===== config.mk =====
export PLATFORM = sky130hd
export DESIGN_NAME = funnel_buffered_rr
export DESIGN_NICKNAME = d
export VERILOG_FILES = /design/src/rtl/funnel_pkg.sv /design/src/rtl/funnel_rr_fifo.sv /design/src/rtl/funnel_buffered_rr.sv
export SDC_FILE = /design/constraint.sdc
export NUM_CORES = 1
export LEC_CHECK = 0
export ABC_CLOCK_PERIOD_IN_PS = 5660
export CAP_MARGIN = 20
export CORE_MARGIN = 8
export CORE_UTILIZATION = 62
export CTS_CLUSTER_SIZE = 8
export DETAILED_ROUTE_END_ITERATION = 8
export GPL_TIMING_DRIVEN = 0
export HOLD_SLACK_MARGIN = 0.06
export PLACE_DENSITY = 0.84
export SYNTH_ARGS = -nofsm -noshare
export SYNTH_HDL_FRONTEND = slang
export SYNTH_SLANG_ARGS = --single-unit

===== constraint.sdc =====
create_clock -name CLK -period 5.66 [get_ports CLK]
set_clock_uncertainty 0.05 [all_clocks]
set_input_delay 1.415 -clock CLK [delete_from_list [all_inputs] [get_ports CLK]]
set_output_delay 1.415 -clock CLK [all_outputs]
set_load 0.005 [all_outputs]

===== src/rtl/funnel_pkg.sv =====
// Shared helpers for the round-robin funnel: index width and next-grant search.
// Supports up to FUNNEL_MAX input channels.
package funnel_pkg;

    localparam int FUNNEL_MAX   = 32;
    localparam int FUNNEL_MAX_W = $clog2(FUNNEL_MAX);

    function automatic int FUNNEL_IDX_W(input int n);
        return (n <= 1) ? 1 : $clog2(n);
    endfunction

    // First set bit of mask searching last+1, last+2, ... wrapping mod n, ending at last.
    // Returns last when mask is empty; callers gate on "any" anyway.
    function automatic int rr_pick(input logic [FUNNEL_MAX-1:0] mask, input int last, input int n);
        int   pick;
        int   idx;
        logic found;
        pick  = last;
        found = 1'b0;
        for (int k = 1; k <= FUNNEL_MAX; k++) begin
            if (!found && k <= n) begin
                idx = last + k;
                if (idx >= n) idx = idx - n;
                if (mask[idx[FUNNEL_MAX_W-1:0]]) begin
                    pick  = idx;
                    found = 1'b1;
                end
            end
        end
        return pick;
    endfunction

endpackage


===== src/rtl/funnel_rr_fifo.sv =====
// Single-channel circular FIFO, depth entries; head is the registered oldest entry.
// Latency: written data visible at head the cycle after the write edge.
// Backpressure: enq_rdy from registered count only (no same-cycle bypass when full).
module funnel_rr_fifo
    import funnel_pkg::*;
#(
    parameter int dataWidth = 32,
    parameter int depth     = 4
) (
    input  logic                 CLK,
    input  logic                 nRST,
    input  logic                 enq,
    input  logic [dataWidth-1:0] enq_dat,
    output logic                 enq_rdy,
    input  logic                 deq,
    output logic [dataWidth-1:0] head,
    output logic                 nonempty
);

    localparam int AW = $clog2(depth);
    localparam int CW = AW + 1;

    logic [dataWidth-1:0] mem [depth];
    logic [AW-1:0]        wptr;
    logic [AW-1:0]        rptr;
    logic [CW-1:0]        count;

    assign enq_rdy  = nRST & (count < CW'(depth));
    assign nonempty = (count != '0);
    assign head     = mem[rptr];

    // Storage carries no reset; pointers and count define what is valid.
    always_ff @(posedge CLK) begin
        if (enq) mem[wptr] <= enq_dat;
    end

    always_ff @(posedge CLK or negedge nRST) begin
        if (!nRST) begin
            wptr  <= '0;
            rptr  <= '0;
            count <= '0;
        end else begin
            if (enq) wptr <= wptr + 1'b1;
            if (deq) rptr <= rptr + 1'b1;
            case ({enq, deq})
                2'b10:   count <= count + 1'b1;
                2'b01:   count <= count - 1'b1;
                default: count <= count;
            endcase
        end
    end

endmodule


===== src/rtl/funnel_buffered_rr.sv =====
// Merges funnelWidth enqueue channels into one output via per-channel FIFOs and a round-robin arbiter.
// Latency: one cycle minimum from input enqueue to output; output is combinational from state and out_enq__RDY.
// Backpressure: out_enq__RDY=0 holds all FIFOs and the arbiter; in_enq__RDY drops per channel when full.
// Optional FUNNEL_TAG_EN adds out_enq_tag carrying the granted channel index.
module funnel_buffered_rr
    import funnel_pkg::*;
#(
    parameter int funnelWidth = 4,
    parameter int dataWidth   = 32,
    parameter int depth       = 4,
    localparam int IW         = FUNNEL_IDX_W(funnelWidth)
) (
    input  logic                                 CLK,
    input  logic                                 nRST,
    input  logic [funnelWidth-1:0]               in_enq__ENA,
    input  logic [funnelWidth-1:0][dataWidth-1:0] in_enq_v,
    output logic [funnelWidth-1:0]               in_enq__RDY,
    output logic                                 out_enq__ENA,
    input  logic                                 out_enq__RDY,
    output logic [dataWidth-1:0]                 out_enq_v
`ifdef FUNNEL_TAG_EN
    ,
    output logic [IW-1:0]                        out_enq_tag
`endif
);

    logic [funnelWidth-1:0] nonempty;
    logic [funnelWidth-1:0] deq;
    logic [dataWidth-1:0]   heads [funnelWidth];
    logic [IW-1:0]          last;
    logic [IW-1:0]          grant;
    logic                   any;

    for (genvar i = 0; i < funnelWidth; i++) begin : g_ch
        assign deq[i] = out_enq__ENA && (grant == IW'(i));

        funnel_rr_fifo #(
            .dataWidth (dataWidth),
            .depth     (depth)
        ) u_fifo (
            .CLK      (CLK),
            .nRST     (nRST),
            .enq      (in_enq__ENA[i]),
            .enq_dat  (in_enq_v[i]),
            .enq_rdy  (in_enq__RDY[i]),
            .deq      (deq[i]),
            .head     (heads[i]),
            .nonempty (nonempty[i])
        );
    end

    assign any          = |nonempty;
    assign grant        = IW'(rr_pick(FUNNEL_MAX'(nonempty), int'(last), funnelWidth));
    assign out_enq__ENA = out_enq__RDY & any;
    assign out_enq_v    = any ? heads[grant] : '0;
`ifdef FUNNEL_TAG_EN
    assign out_enq_tag  = any ? grant : '0;
`endif

    // Reset to the top index so channel 0 is the first winner.
    always_ff @(posedge CLK or negedge nRST) begin
        if (!nRST) begin
            last <= IW'(funnelWidth - 1);
        end else if (out_enq__ENA) begin
            last <= grant;
        end
    end

endmodule

### Word-level counts from Yosys, hierarchy flattened

Memories as Yosys holds them, arrays and structs flattened.
Index checks and enable logic that the tools add are counted.

| storage, ports and cells | value |
|---|---|
| register bits after elaboration | 30 |
| output and inout port bits | 37 |
| input port bits | 135 |
| memories | 4 |
| RAM bits | 512 |

| operators by class | value |
|---|---|
| bitwise gates (word level) | 6 |
| reductions and logical operators | 14 |
| $lt $le $gt $ge | 13 |
| eq/ne operators | 11 |
| add/subtract/negate cells | 24 |
| mux-type cells | 43 |

Memory list:

| name | depth | width | read ports | clocked after Yosys merged registers in | write ports | RTL line | text |
|---|---|---|---|---|---|---|---|
| g_ch[0].u_fifo.mem | 4 | 32 | 1 | 0 | 1 | funnel_rr_fifo.sv:23 | `logic [dataWidth-1:0] mem [depth];` |
| g_ch[1].u_fifo.mem | 4 | 32 | 1 | 0 | 1 | funnel_rr_fifo.sv:23 |  |
| g_ch[2].u_fifo.mem | 4 | 32 | 1 | 0 | 1 | funnel_rr_fifo.sv:23 |  |
| g_ch[3].u_fifo.mem | 4 | 32 | 1 | 0 | 1 | funnel_rr_fifo.sv:23 |  |

Operator list:

| cell | count |
|---|---|
| $mux 32 | 3 |
| $bmux 32 s2 | 1 |
| $mux 5 | 7 |
| $lt 5x6->1 const B | 4 |
| $pmux 3 s2 | 4 |
| $bmux 1 s5 | 4 |
| $mux 1 | 17 |
| $add 2x1->2 const B | 8 |
| $mux 2 | 7 |
| $add 3x1->3 const B | 4 |
| $eq 2x2->1 const B | 6 |
| $ge 3x3->1 const B | 4 |
| $lt 3x3->1 const B | 4 |
| $reduce_bool 3->1 | 4 |
| $sub 3x1->3 const B | 4 |
| $sub 3x3->4 const B | 3 |
| $eq 2x1->1 const B | 5 |
| $reduce_bool 2->1 | 4 |
| $add 2x2->3 const B | 2 |
| $and 1x1->1 | 5 |
| $sub 4x3->5 const B | 1 |
| $add 2x3->4 const B | 1 |
| $ge 4x3->1 const B | 1 |
| $logic_and 1x1->1 | 4 |
| 4 further kinds | 4 |

### Depth between registers and ports, before layout

Gate-level depths: netlist of run 1.

| logic depth | value |
|---|---|
| depth in word-level cells | 26 |
| gate-level depth with buffers | 17 |
| gate-level depth less buffers | 14 |

### Modules after synthesis

Synthesis of run 1 repeated with hierarchy kept, for this count alone.

| second synthesis, totals | value |
|---|---|
| cell total of the unflattened synthesis | 973 |
| area total of the unflattened synthesis | 21,918.5 um^2 |

Modules (own cells, without submodules):

| module | seq. area each (um^2) | area each (um^2) | cells each | times used |
|---|---|---|---|---|
| funnel_rr_fifo | 4,018.9 | 5,056.1 | 201 | 4 |
| funnel_buffered_rr | 52.6 | 1,694.1 | 169 | 1 |

### Worst setup path before layout of run 1

Ideal clock, no wire load.

| path | value |
|---|---|
| path type | reg-to-output |
| start | register last[0] |
| end | output out_enq_v[10] |
| slack | 1,376 ps |
| stages on the path, launching flop included | 12 |
| data arrival time | 2,819 ps |
| buffers on the path | 2 |
| cell sequence | dfstp_2 buf_4 inv_1 ha_1 a21o_1 a211oi_1 a31o_2 a21oi_1 xnor2_1 nand2_1 buf_1 o22ai_1 |

| between the ends | value |
|---|---|
| cells in the longest elaborated chain, start to end | 17 |
| elaborated cells between the ends (all ways) | 44 |

RTL lines:

| element | RTL line | text |
|---|---|---|
| start, declared | funnel_buffered_rr.sv:30 | `logic [IW-1:0] last;` |
| start signal, assigned | funnel_buffered_rr.sv:63 | `last <= IW'(funnelWidth - 1);` |
| start signal, assigned | funnel_buffered_rr.sv:65 | `last <= grant;` |
| $add 2x1->3 / $add 2x2->3 (equally long branches) | funnel_pkg.sv:22 | `idx = last + k;` |
| $sub 3x3->4 / $ge 3x3->1 (equally long branches) | funnel_pkg.sv:23 | `if (idx >= n) idx = idx - n;` |
| $mux 5 | funnel_pkg.sv:23 |  |
| $bmux 1 s5 / $mux 5 (equally long branches) | funnel_pkg.sv:24, funnel_pkg.sv:21 |  |
| $mux 1 (implied by the code) / $bmux 1 s5 (equally long branches) | funnel_pkg.sv:24 | `if (mask[idx[FUNNEL_MAX_W-1:0]]) begin` |
| $mux 2 / $mux 1 (equally long branches) | funnel_pkg.sv:24 |  |
| $mux 2 | funnel_pkg.sv:24 |  |
| $mux 2 | funnel_pkg.sv:21 | `if (!found && k <= n) begin` |
| $mux 2 | funnel_pkg.sv:24 |  |
| $mux 2 | funnel_pkg.sv:21 |  |
| $mux 2 | funnel_pkg.sv:24 |  |
| $mux 2 (*) | funnel_pkg.sv:21 |  |
| $not 2->3 (implied by the code) (*) | funnel_buffered_rr.sv:55 | `assign out_enq_v = any ? heads[grant] : '0;` |
| $bmux 32 s2 (*) | funnel_buffered_rr.sv:55 |  |
| $mux 32 (implied by the code) (*) (2 in series) | funnel_buffered_rr.sv:55 |  |
| $mux 32 (*) | funnel_buffered_rr.sv:55 |  |
| end, declared | funnel_buffered_rr.sv:20 | `output logic [dataWidth-1:0] out_enq_v` |

Mark *: on every way between the ends. The rest lies on a longest branch, timed or not. The select of a mux whose other input is x is not followed.

### Worst setup path after layout of run 1

| path | value |
|---|---|
| start | register last[0] |
| end | output out_enq_v[12] |

The elaborated chain is that of the path after synthesis.

==> flow_summary_export.csv, run 1 <==
group,metric,value,unit
clock_tree,cts_root_buf,"clkbuf_16",
synthesis,ys_top_cells_by_area,"edfxtp_1 (72%), mux4_2 (14%), dfrtp_1 (3.3%), mux2i_1 (3.2%), ha_1 (1.3%)",
grt,grtUsageTotal,23.9,%
synthesis,yosysMostFrequentCell,"edfxtp_1",
route,dr.pass1.iters,5,
floorplan,coreArea,34300,µm²
finish,stdcell_count,1731,
worst_setup_path,timing.rr.end,"g_ch[3].u_fifo.count[2]",
route,ant_nets,0,
worst_setup_path,startpoint,"last[0]",
floorplan,die_y,202,µm
finish,fin_util,76.3,%
grt,antenna_found_initial,10,
grt,grt_pass1_wl,72200,µm
synthesis,ys_async_sr_fraction,5.54,%
place,io_buffers,171,
timing,worst_slew_pin_slew,961,ps
timing,fin_ws,-35.1,ps
clock_tree,clockBufferDepth,3,
status,status,"finished, violations left",
synthesis,syn_area,21400,µm²
power_and_ir_drop,vdd_drop_max,0.339,mV
power_and_ir_drop,combPwrFrac,42.4,%
synthesis,syn_nets,1149,
synthesis,ys_ff_latch,542,
power_and_ir_drop,p_int,0.0112,W
synthesis,yosysSeqAreaShare,75.3,%
finish,drive_gt1_share,23.2,%
place,dp.final_hpwl,30000,µm
clock_tree,postCtsHoldBufs,0,
power_and_ir_drop,p_seq_share,33.2,%
grt,first_global_vias,11556,
finish,nNetsFinal,1401,
worst_setup_path,reg2reg_depth,16,
synthesis,ys_warn_count,0,
power_and_ir_drop,power.density,643,nW/µm²
worst_hold_path,hold_class,"flop to flop",
worst_setup_path,ff2ff_setup_slack,1450,ps
finish,stdcell_area,26200,µm²
timing,rsz0062_at_grt,"true",
route,wl_per_cell,28.4,µm
synthesis,yosys.area.top_type,"edfxtp_1",
worst_setup_path,cp_max_fo,10,
grt,gr-total-overflow,0,
status,violations,"setup timing",
timing,hold_viol,0,
route,routed_wl,49200,µm
floorplan,fp-row-count,68,
power_and_ir_drop,power.leakage,8.83,nW
synthesis,synth_edf_count,512,
route,num_vias,10962,
timing,holdWs,474,ps
worst_setup_path,endpoint,"out_enq_v[12]",
synthesis,ys_types,46,
clock_tree,clk_latency,570,ps
place,dp.cells,1613,
floorplan,ios,172,
power_and_ir_drop,clock_power_share,24.4,%
worst_setup_path,cp.arrival,4230,ps
clock_tree,h-tree-depth,3,
job,cap_violations,0,
timing,fin_crit_sh,101,%
timing,drv_slew,0,
synthesis,netlist_instances,987,
worst_setup_path,path_class,"flop to output pin",
worst_setup_path,r2r_start,"last[0]",
timing,slew_headroom,35.9,%
route,via_per_inst,6.33,
place,place_area,23700,µm²
finish,area_growth,22.3,%
clock_tree,tritoncts,"yes",
worst_setup_path,worst-endpoint-required,4200,ps
route,drt_iter0_markers,793,
worst_setup_path,critPathLaunchType,"flop",
floorplan,dieArea,40700,µm²
synthesis,yosys-top-cells-count,"edfxtp_1 (512), mux4_2 (129), mux2i_1 (68)",
worst_setup_path,critPathCaptureType,"output pin",
floorplan,initial_core_util,62.4,%
synthesis,yosysTopAreaCellShare,71.8,%
place,gp_congestion,0.839,
floorplan,fp.dieW,202,µm
timing,final-setup-viol-count,4,
timing,timing.fmax,0.176,GHz
clock_tree,cts_num_sinks,542,
grt,grt_max_degree,35,
timing,fin_crit,5700,ps
power_and_ir_drop,power.switching,0.00562,W
clock_tree,numCtsBuffers,77,
power_and_ir_drop,swShare,33.4,%
route,drc,0,
synthesis,synth_ff_type,"edfxtp_1",
place,dpl_worst_slack,-74.5,ps
synthesis,avgSynthCellArea,21.7,µm²
clock_tree,clkTransAtPathRegs,50,ps
==> flip-flops by register name (all words and copies together) (netlist names) <==
| register | flops |
|---|---|
| g_ch.u_fifo.count | 12 |
| last | 2 |
| g_ch.u_fifo.rptr | 8 |
| g_ch.u_fifo.mem | 512 |
| g_ch.u_fifo.wptr | 8 |
==> worst min path at each step <==
stage,from,to,slack [ps],cells after the start
2_1_floorplan,g_ch[0].u_fifo.count[2],g_ch[0].u_fifo.count[2],430,1
3_3_place_gp,g_ch[0].u_fifo.count[2],g_ch[0].u_fifo.count[2],450,1
3_5_place_dp,g_ch[0].u_fifo.count[0],g_ch[0].u_fifo.count[0],470,1
4_1_cts,g_ch[2].u_fifo.wptr[0],g_ch[2].u_fifo.wptr[0],480,1
5_1_grt,g_ch[2].u_fifo.wptr[0],g_ch[2].u_fifo.wptr[0],500,1
6_report,g_ch[2].u_fifo.wptr[0],g_ch[2].u_fifo.wptr[0],470,1
==> repair_timing <==
item                       CTS  global route
pin swaps                    2             0
setup endpoints to repair   32            32
buffers inserted             2             0
resized for setup           25            38
==> cells by family (layout without fill, tap and decap cells) <==
logic type	after synthesis	in the layout	synth area share [%]
compound gates	57	57	1.78
mux	197	197	16.7
xor+xnor	26	26	1.06
flops	542	542	75.3
fa+ha+maj	27	27	1.72
buf+inv	79	361	1.65
other cells	0	7	0
simple gates	59	59	1.72
==> metal layers <==
layer,part of all wire (%),wire (µm),track usage [%],vias up
li1,-,-,-,4588
met1,38,18800,31.1,5703
met2,50,24400,38.4,541
met3,8.0,3960,5.56,120
met4,4.0,1990,10.6,10
met5,0.13,65,0,-
==> worst max-delay path, stage by stage (launching register included) <==
cell	delay (ps)
dfstp_2	560
buf_4	200
inv_1	180
ha_4	360
mux4_2	330
a221o_1	340
nand2b_1	200
o21ai_2	80
buf_6	200
buf_8	200
mux2i_2	320
o22ai_1	160
clkdlybuf4s50_1	500
==> cell type report <==
cell class | instances | area, µm²
clock buffer | 105 | 2100
tap | 455 | 569
inverter | 28 | 105
clock inverter | 4 | 52.6
multi-input combinational | 366 | 5190
fill | 1729 | 8110
timing repair buffer | 173 | 1730
buffer | 51 | 292
sequential | 542 | 16100
antenna | 7 | 17.5
==> power groups by stage <==
stage	logic [W]	clock network, W	registers [W]
floorplan	0.00383	0	0.00553
global placement	0.00625	0	0.00558
detailed placement	0.00635	0	0.00562
CTS	0.00675	0.00415	0.00559
global route	0.00746	0.00432	0.00564
finish	0.00713	0.00411	0.00559
==> through the flow <==
stage | power (W) | setup TNS (ps)
3_5_place_dp | 0.0120 | -333
6_report | 0.0168 | -48.0
2_1_floorplan | 0.00936 | 0
4_1_cts | 0.0165 | -59.4
3_3_place_gp | 0.0118 | -142
5_1_grt | 0.0174 | -1350
==> cells in the final DEF (no fill, tap or decap), drive strengths merged, types with 2 or more instances in the layout <==
master	instances
a211o	2
and2	16
dlymetal6s2s	3
and3	2
fa	4
clkdlybuf4s50	167
nor2	6
nor3	6
diode	7
or3	4
nor4b	2
clkinv	4
clkbuf	138
xor2	19
xnor2	7
nand2	11
mux4	129
nor2b	5
dfrtp	28
inv	28
dfstp	2
o22ai	33
nor4	3
ha	23
mux2i	68
buf	21
edfxtp	512
and4	2
o21ai	8
a21oi	3
No activity file was read; power rests on OpenSTA's default activity.
==> run 2: changes to the inputs <==
- CORE_UTILIZATION: 62 -> 55
- PLACE_DENSITY: 0.84 -> 0.76
==> run 2 against run 1 <==
The flow now finishes without violations. Flip-flop and latch count unchanged. Count of clock-buffer cells in the layout stayed put. Final cell count grew 3.5%. Critical path depth stayed put. Clock power is essentially flat. Combinational power up 0.7%. Register-to-register slack better by 160 ps. Global-route usage decreased by 3.0 points. Sequential power about the same. Via count shrank 3.4%. Worst hold slack worse by 14 ps. Critical endpoint is now out_enq_v[13].
==> flow_summary_export.csv, run 2 (synthesis results as in run 1) <==
group,metric,value,unit
clock_tree,h-tree-depth,3,
timing,timing.fmax,0.179,GHz
finish,final_common_cell,"edfxtp_1",
timing,fin_ws,82.5,ps
timing,final-setup-viol-count,0,
floorplan,fp-row-count,72,
clock_tree,cts_root_buf,"clkbuf_16",
floorplan,coreArea,38600,µm²
finish,area_growth,22.8,%
finish,final_cell_mix,"edfxtp_1 (512), clkdlybuf4s50_1 (168), mux4_2 (129), clkbuf_16 (79), clkbuf_1 (57)",
route,routed_wl,47800,µm
timing,setup_tns,0,ps
timing,slew_headroom,30.9,%
finish,num-fill-cells,2471,
worst_hold_path,hold_class,"flop to flop",
grt,grt_max_degree,35,
finish,largest_reg_flops,512,
finish,top_regs,"g_ch.u_fifo.mem: 512 flops, g_ch.u_fifo.count: 12 flops",
timing,rsz0062_at_grt,"true",
floorplan,die_y,213,µm
clock_tree,cts_num_sinks,542,
worst_setup_path,path_common_cell,"buf_6",
job,cap_violations,0,
timing,fin_crit,5580,ps
route,dr.pass1.iters,5,
route,num_vias,10594,
finish,regMostFlops,"g_ch.u_fifo.mem",
route,drt_iter0_markers,771,
worst_setup_path,cp.arrival,4110,ps
worst_setup_path,path_class,"flop to output pin",
timing,fin_crit_sh,98.5,%
route,drc,0,
route,ant_nets,0,
worst_setup_path,cp_max_fo,10,
clock_tree,tritoncts,"yes",
worst_setup_path,cp_cell_sequence,"buf_6, clkinvlp_4, ha_4, mux4_2, a221o_1, nand2b_1, o21ai_2, buf_6, buf_8, mux2i_2, o22ai_1, clkdlybuf4s50_1",
worst_setup_path,max_stage_delay,570,ps
finish,nNetsFinal,1405,
clock_tree,clk_latency,580,ps
timing,drv_slew,0,
route,wl_per_cell,26.7,µm
power_and_ir_drop,vdd_drop_max,0.411,mV
finish,num_antenna_cells,0,
place,dpl_worst_slack,-121,ps
floorplan,fp.dieW,213,µm
floorplan,ios,172,
route,via_per_inst,5.92,
clock_tree,numCtsBuffers,77,
worst_setup_path,path_delay_family,"buffers and inverters",
floorplan,dieArea,45500,µm²
power_and_ir_drop,power.leakage,8.82,nW
grt,first_global_vias,11316,
timing,hold_viol,0,
worst_setup_path,worst-endpoint-required,4200,ps
place,io_buffers,171,
grt,gr-total-overflow,0,
worst_setup_path,ff2ff_setup_slack,1610,ps
worst_setup_path,critPathLaunchType,"flop",
worst_setup_path,path_buf_inv,5,
timing,holdWs,459,ps
worst_setup_path,critPathCaptureType,"output pin",
clock_tree,clockBufferDepth,3,
status,status,"complete, no violations",
grt,grt_pass1_wl,69700,µm
floorplan,initial_core_util,55.5,%
clock_tree,postCtsHoldBufs,0,
power_and_ir_drop,power.density,641,nW/µm²
place,dp.final_hpwl,30300,µm
place,gp_congestion,0.800,
clock_tree,clkTransAtPathRegs,50,ps
grt,grtUsageTotal,20.9,%
finish,drive_gt1_share,24.3,%
worst_setup_path,crit_slowest_cell,"dfstp_2",
grt,antenna_found_initial,6,
timing,worst_slew_pin_slew,1040,ps
==> run 2: final timing paths <==
path	from	end	depth (start not counted)
min in group asynchronous	nRST	g_ch[2].u_fifo.wptr[1]	1
min	g_ch[1].u_fifo.count[0]	g_ch[1].u_fifo.count[0]	1
max reg2reg	last[0]	g_ch[1].u_fifo.count[2]	16
max	last[0]	out_enq_v[13]	12
min reg2reg	g_ch[1].u_fifo.count[0]	g_ch[1].u_fifo.count[0]	1
max in group asynchronous	nRST	g_ch[3].u_fifo.wptr[0]	1
==> run 2: worst reg2reg max path: stages (launching register included) <==
cell,delay (ps)
dfstp_2,570
buf_6,170
clkinvlp_4,160
ha_4,320
mux4_2,340
a221o_1,340
o22ai_2,150
o21ai_2,90
buf_6,160
buf_12,170
nor3_2,320
ha_1,250
inv_1,70
fa_1,390
xor2_1,150
nor2_1,110
xor2_1,150
==> run 2: metal layers <==
| layer | GRT usage (%) | wire [µm] | up-vias |
|---|---|---|---|
| li1 | - | - | 4581 |
| met1 | 28.5 | 20000 | 5531 |
| met2 | 32.8 | 23100 | 386 |
| met3 | 4.83 | 3220 | 84 |
| met4 | 8.01 | 1370 | 12 |
| met5 | 0 | 78 | - |
==> run 2: stage by stage <==
step | cell area [µm²] | util (%) | cells | total power (W)
2_1_floorplan | 21400 | - | 987 | 0.00936
3_3_place_gp | 23800 | 61.7 | 1676 | 0.0119
3_5_place_dp | 23800 | 61.7 | 1676 | 0.0120
4_1_cts | 26100 | 67.7 | 1787 | 0.0166
5_1_grt | 26300 | 68.2 | 1791 | 0.0175
6_report | 26300 | 68.2 | 1791 | 0.0168
==> run 2: final cells by class <==
cell class / instances / area (µm²) / share of cell area (%)
inverter: 28 / 109 / 0.414
buffer: 51 / 302 / 1.15
tap: 518 / 648 / 2.47
clock inverter: 4 / 50.0 / 0.190
clock buffer: 105 / 2070 / 7.89
timing repair buffer: 177 / 1760 / 6.68
multi-input combinational: 366 / 5220 / 19.9
sequential: 542 / 16100 / 61.4
==> run 2: what timing repair did <==
action / 4_1_cts / 5_1_grt
endpoints found under the setup margin: 32 / 32
cloned: 0 / 1
resized for setup: 37 / 37
buffers inserted: 2 / 3
pin swaps: 2 / 2
==> run 2: report_power, final <==
part	internal [W]	total (W)	switching (W)
Clock	0.00251	0.00410	0.00158
Combinational	0.00344	0.00718	0.00374
Sequential	0.00531	0.00556	0.000253
==> run 3: changes to the inputs <==
--- a/config.mk
+++ b/config.mk
@@ -7,3 +7,3 @@
 export LEC_CHECK = 0
-export ABC_CLOCK_PERIOD_IN_PS = 5660
+export ABC_CLOCK_PERIOD_IN_PS = 6830
 export CAP_MARGIN = 20
@@ -13,3 +13,2 @@
 export DETAILED_ROUTE_END_ITERATION = 8
-export GPL_TIMING_DRIVEN = 0
 export HOLD_SLACK_MARGIN = 0.06
==> constraint.sdc (replaced) <==
create_clock -name CLK -period 6.83 [get_ports CLK]
set_clock_uncertainty 0.05 [all_clocks]
set_input_delay 1.7075 -clock CLK [delete_from_list [all_inputs] [get_ports CLK]]
set_output_delay 1.7075 -clock CLK [all_outputs]
set_load 0.1 [all_outputs]
==> run 3 against run 2 <==
Final cell count decreased by 1.9%. Largest cell class unchanged. First-iteration DRC count increased by 3.8%. Register-to-register slack improved by 500 ps. Worst hold slack improved by 4.8 ps.
==> flow_summary_export.csv, run 3 (synthesis results as in run 1) <==
group,metric,value,unit
route,wl_per_cell,26.0,µm
finish,multi_input_area,4940,µm²
worst_setup_path,critPathLaunchType,"flop",
place,dp.final_hpwl,29900,µm
grt,grt_max_degree,34,
route,via_per_inst,5.90,
clock_tree,clkTransAtPathRegs,50,ps
timing,hold_viol,0,
finish,fin_util,66.8,%
clock_tree,clockBufferDepth,3,
worst_setup_path,path_class,"flop to output pin",
worst_setup_path,max_stage_delay,780,ps
route,drc,0,
clock_tree,postCtsHoldBufs,0,
clock_tree,numCtsBuffers,77,
floorplan,fp-row-count,72,
place,io_buffers,171,
grt,gr-total-overflow,0,
finish,top_regs,"g_ch.u_fifo.mem: 512 flops, g_ch.u_fifo.count: 12 flops",
floorplan,dieArea,45500,µm²
place,gp_congestion,0.908,
timing,final-setup-viol-count,0,
grt,antenna_found_initial,11,
worst_setup_path,ff2ff_setup_slack,2110,ps
worst_setup_path,cp.arrival,4560,ps
timing,drv_slew,0,
timing,fin_crit,6320,ps
timing,fin_crit_sh,92.5,%
clock_tree,h-tree-depth,3,
route,ant_nets,0,
timing,worst_slew_pin_slew,996,ps
route,drt_iter0_markers,800,
finish,num-fill-cells,2528,
grt,grtUsageTotal,20.2,%
clock_tree,post_cts_resized,0,
worst_setup_path,cp_max_fo,23,
finish,final_cell_mix,"edfxtp_1 (512), clkdlybuf4s50_1 (137), mux4_2 (129), clkbuf_16 (78), mux2i_1 (68)",
timing,setup_tns,0,ps
finish,regMostFlops,"g_ch.u_fifo.mem",
grt,grt_pass1_wl,67300,µm
worst_setup_path,path_common_cell,"buf_4",
clock_tree,clk_latency,570,ps
finish,final_common_cell,"edfxtp_1",
clock_tree,cts_num_sinks,542,
clock_tree,cts_setup_buffers,0,
finish,nNetsFinal,1377,
timing,rsz0062_at_grt,"false",
finish,largest_reg_flops,512,
worst_setup_path,cp_cell_sequence,"inv_1, ha_1, a21o_1, a211oi_1, a311oi_1, o22ai_2, o21ai_4, buf_4, mux2i_1, o22ai_1, buf_4",
route,dr.pass1.iters,5,
worst_setup_path,crit_slowest_cell,"o21ai_4",
floorplan,ios,172,
floorplan,fp.dieW,213,µm
finish,regArea,16100,µm²
timing,timing.fmax,0.158,GHz
worst_hold_path,hold_class,"flop to flop",
worst_setup_path,worst-endpoint-required,5070,ps
timing,slew_headroom,33.3,%
route,routed_wl,45700,µm
clock_tree,cts_root_buf,"clkbuf_16",
grt,first_global_vias,10803,
floorplan,initial_core_util,55.5,%
worst_setup_path,critPathCaptureType,"output pin",
finish,area_growth,20.3,%
job,cap_violations,0,
route,num_vias,10366,
floorplan,die_y,213,µm
floorplan,coreArea,38600,µm²
status,status,"complete, no violations",
finish,drive_gt1_share,23.3,%
clock_tree,tritoncts,"yes",
==> run 3: cell count changes in the layout (fill, tap and decap cells not counted), moves of 5 or more <==
cell / delta
diode_2: +9
mux2i_2: -25
clkdlybuf4s50_1: -31
mux2i_4: -7
clkbuf_1: -45
buf_6: -5
buf_4: +52
and2_1: +16
o22ai_2: -8
and2_2: -16
o22ai_1: +8
mux2i_1: +32
==> run 3: final timing paths <==
path,start,to,cells past startpoint
worst max-delay path,last[0],out_enq_v[23],11
max in group asynchronous,nRST,g_ch[1].u_fifo.rptr[0],2
worst min-delay path,g_ch[0].u_fifo.count[2],g_ch[0].u_fifo.count[2],1
worst max register to register,last[0],g_ch[2].u_fifo.count[2],15
min in group asynchronous,nRST,g_ch[2].u_fifo.wptr[1],1
worst min register to register,g_ch[0].u_fifo.count[2],g_ch[0].u_fifo.count[2],1
==> run 3: final cells by class <==
type                       instances  share of cell area, %
antenna                            9                 0.0874
clock buffer                      90                   7.75
clock inverter                     4                  0.223
inverter                          28                  0.408
multi-input combinational        366                   19.2
sequential                       542                   62.6
tap                              518                   2.52
timing repair buffer             200                   7.20
==> run 3: metal layers <==
layer	GRT usage (%)	up-vias	wire length, µm
met2	30.5	356	21300
met5	0	-	27
met1	28.4	5395	19400
li1	-	4513	-
met3	5.34	98	3550
met4	7.85	4	1410
==> run 3: per-stage QoR <==
| stage | area (µm²) | std cells | setup slack (ps) | hold slack (ps) |
|---|---|---|---|---|
| 6_report | 25800 | 1757 | 511 | 464 |
| 5_1_grt | 25700 | 1751 | 344 | 495 |
| 4_1_cts | 25700 | 1748 | 478 | 463 |
| 3_5_place_dp | 23700 | 1654 | 1080 | 457 |
| 3_3_place_gp | 23700 | 1654 | 1230 | 445 |
| 2_1_floorplan | 21400 | 987 | 910 | 427 |
==> run 3: worst max-delay path, delay by kind of cell (launching register included) <==
kind | cells | cell delay [ps]
AOI/OAI and AO/OA | 6 | 1740
buffers and inverters | 3 | 1000
DFF | 1 | 670
adders and majority gates | 1 | 400
muxes | 1 | 140
Power of run 3 is not shown: default switching activity piles up to over one toggle a cycle in this logic, so the estimate is an artifact.
==> patch: new RTL, flow settings as in run 2 <==
Make the reset (`nRST`) synchronous in 2 clocked blocks.
--- a/src/rtl/funnel_rr_fifo.sv
+++ b/src/rtl/funnel_rr_fifo.sv
@@ -35,5 +35,5 @@
     end
 
-    always_ff @(posedge CLK or negedge nRST) begin
+    always_ff @(posedge CLK) begin
         if (!nRST) begin
             wptr  <= '0;
--- a/src/rtl/funnel_buffered_rr.sv
+++ b/src/rtl/funnel_buffered_rr.sv
@@ -59,5 +59,5 @@
 
     // Reset to the top index so channel 0 is the first winner.
-    always_ff @(posedge CLK or negedge nRST) begin
+    always_ff @(posedge CLK) begin
         if (!nRST) begin
             last <= IW'(funnelWidth - 1);
Function: differs if nRST is asserted again (counterexample within 4 cycles, from zero or initial values and one cycle with nRST low); with nRST held inactive, the same outputs for 4 cycles.
==> patch against run 2 <==
Worst setup slack lost 0.019 ns; area after synthesis grew 2.8%; routed wire length increased by 8.4%; total power fell by 4.4%; design area increased by 3.8%; global-route usage rose by 1.0 points; critical endpoint is now out_enq_v[23]; count of clock-buffer cells in the layout down 5; sequential cell count is 8 higher.
==> patch: results (changes against run 2) <==
The utilization after layout is 0.6881 (+0.006332). The post-route met1 wirelength was 20920 µm (+4.7%). The global-route track usage on met3 came out at 0.05734 (+0.009053). The wire length of the first global-routing pass is 75500 µm (+8.4%).

The global router's overall resource usage is 0.2189 (+0.01017). In this run the critical register-to-register path is launched from last[0]. The maximum clock rate is 0.1787 GHz (-0.35%). The xor and xnor fraction of the mapped netlist area is 0.005914 (-0.004721). The cell depth of the worst flop-to-flop path is 18 (+2). The number of global-route vias before repair is 11890 (+5.1%). The total power density per cell area came out at 590.4 nW/µm² (-7.8%). The combinational power was 0.00716 W (about the same). The worst register-to-register path ends at g_ch[3].u_fifo.count[2]. The data arrival time of the critical path is 4.13 ns (+0.02 ns). The detailed placer's ending HPWL came out at 33520 µm (+11%). The maximum cell stage delay along the critical path is 0.50 ns (-0.07 ns). The routed length per placed instance came out at 27.22 µm (+2.1%). The global routing usage on met2 was 0.3404 (+0.01248).

The run finished with clean final reports. The largest vdd supply drop is 570.4 µV (+39%). The final weighted congestion in routability-driven placement came out at 0.7815 (-2.3%). The minimum hold slack came out at 0.4304 ns (-0.02905 ns).

In this run the most critical hold path is launched from g_ch[2].u_fifo.rptr[1]. The worst-margin pin slew came out at 0.9607 ns (-0.07613 ns). The register-to-register setup slack is 1.63 ns (+0.02 ns). The number of buffers added by the clock tree synthesis step came out at 78 (+1.3%). The fraction of layout cells with a size suffix above 1 is 0.2525 (+0.009814).

The number of stages on the worst hold path came out at 2 (+1). The share of the yosys chip area belonging to registers came out at 0.7334 (-0.01988). The leakage power total is 9.046 nW (+2.6%).

The met3 wirelength from detailed routing is 4549 µm (+41%). The placed instance area is 24650 µm² (+3.6%). The filler-free cell count of the finished design was 1901 (+6.1%). The met1 track utilization from global routing came out at 0.3007 (+0.01580). The initial antenna violation count came to 5 (-1). The number of nets at the end of the flow came out at 1512 (+7.6%). The async set-reset flop share out of synthesis is 0 (-0.05535). The fill cell total of the finished layout came out at 2439 (-1.3%). The post-synthesis share of cell area spent on full adders, half adders and majority gates came to 0.01672 (-0.0004611).

On the critical path, the stage with the largest delay is an instance of sky130_fd_sc_hd__clkdlybuf4s50_1. The average vias per placed instance is 6.066 (+2.6%). The mean area per synthesized cell is 20.47 µm² (-5.7%). In the synthesized netlist, the cells that appear most often are 512 x sky130_fd_sc_hd__edfxtp_1, 128 x sky130_fd_sc_hd__mux4_2, 49 x sky130_fd_sc_hd__mux2i_1, 38 x sky130_fd_sc_hd__dfxtp_1, 34 x sky130_fd_sc_hd__nand3_1. The multiplexer share of the synthesized area is 0.1543 (-0.01314). The number of DRC violations after detailed-routing iteration 0 is 1123 (+46%).
patch: cell types whose count changed in the layout (fill, tap and decap cells not counted), moves of 24 or more:
| cell | run 2 | this run |
|---|---|---|
| sky130_fd_sc_hd__dfxtp_1 | 0 | 37 |
| sky130_fd_sc_hd__o22ai_1 | 24 | 0 |
| sky130_fd_sc_hd__a32oi_2 | 0 | 28 |
| sky130_fd_sc_hd__nand3_1 | 0 | 34 |
| sky130_fd_sc_hd__nand3b_1 | 0 | 32 |
| sky130_fd_sc_hd__dfrtp_1 | 28 | 0 |
patch: cell type report:
class                   instances  area share
clock buffers                 100     0.07693
diodes                          2   0.0001835
repair buffers                195     0.07830
well taps                     525     0.02408
inverters                      28    0.003853
multi-input cells             433      0.2083
flip-flops and latches        550      0.5917
clock inverters                 4    0.001514
plain buffers                  64     0.01518
patch: repair_timing:
action / in CTS / in global routing
hold endpoints to repair: 0 / 0
buffers inserted: 1 / 10
gates resized for setup: 22 / 59
pin swaps: 1 / 18
gates cloned: 0 / 1
setup endpoints to repair: 32 / 31
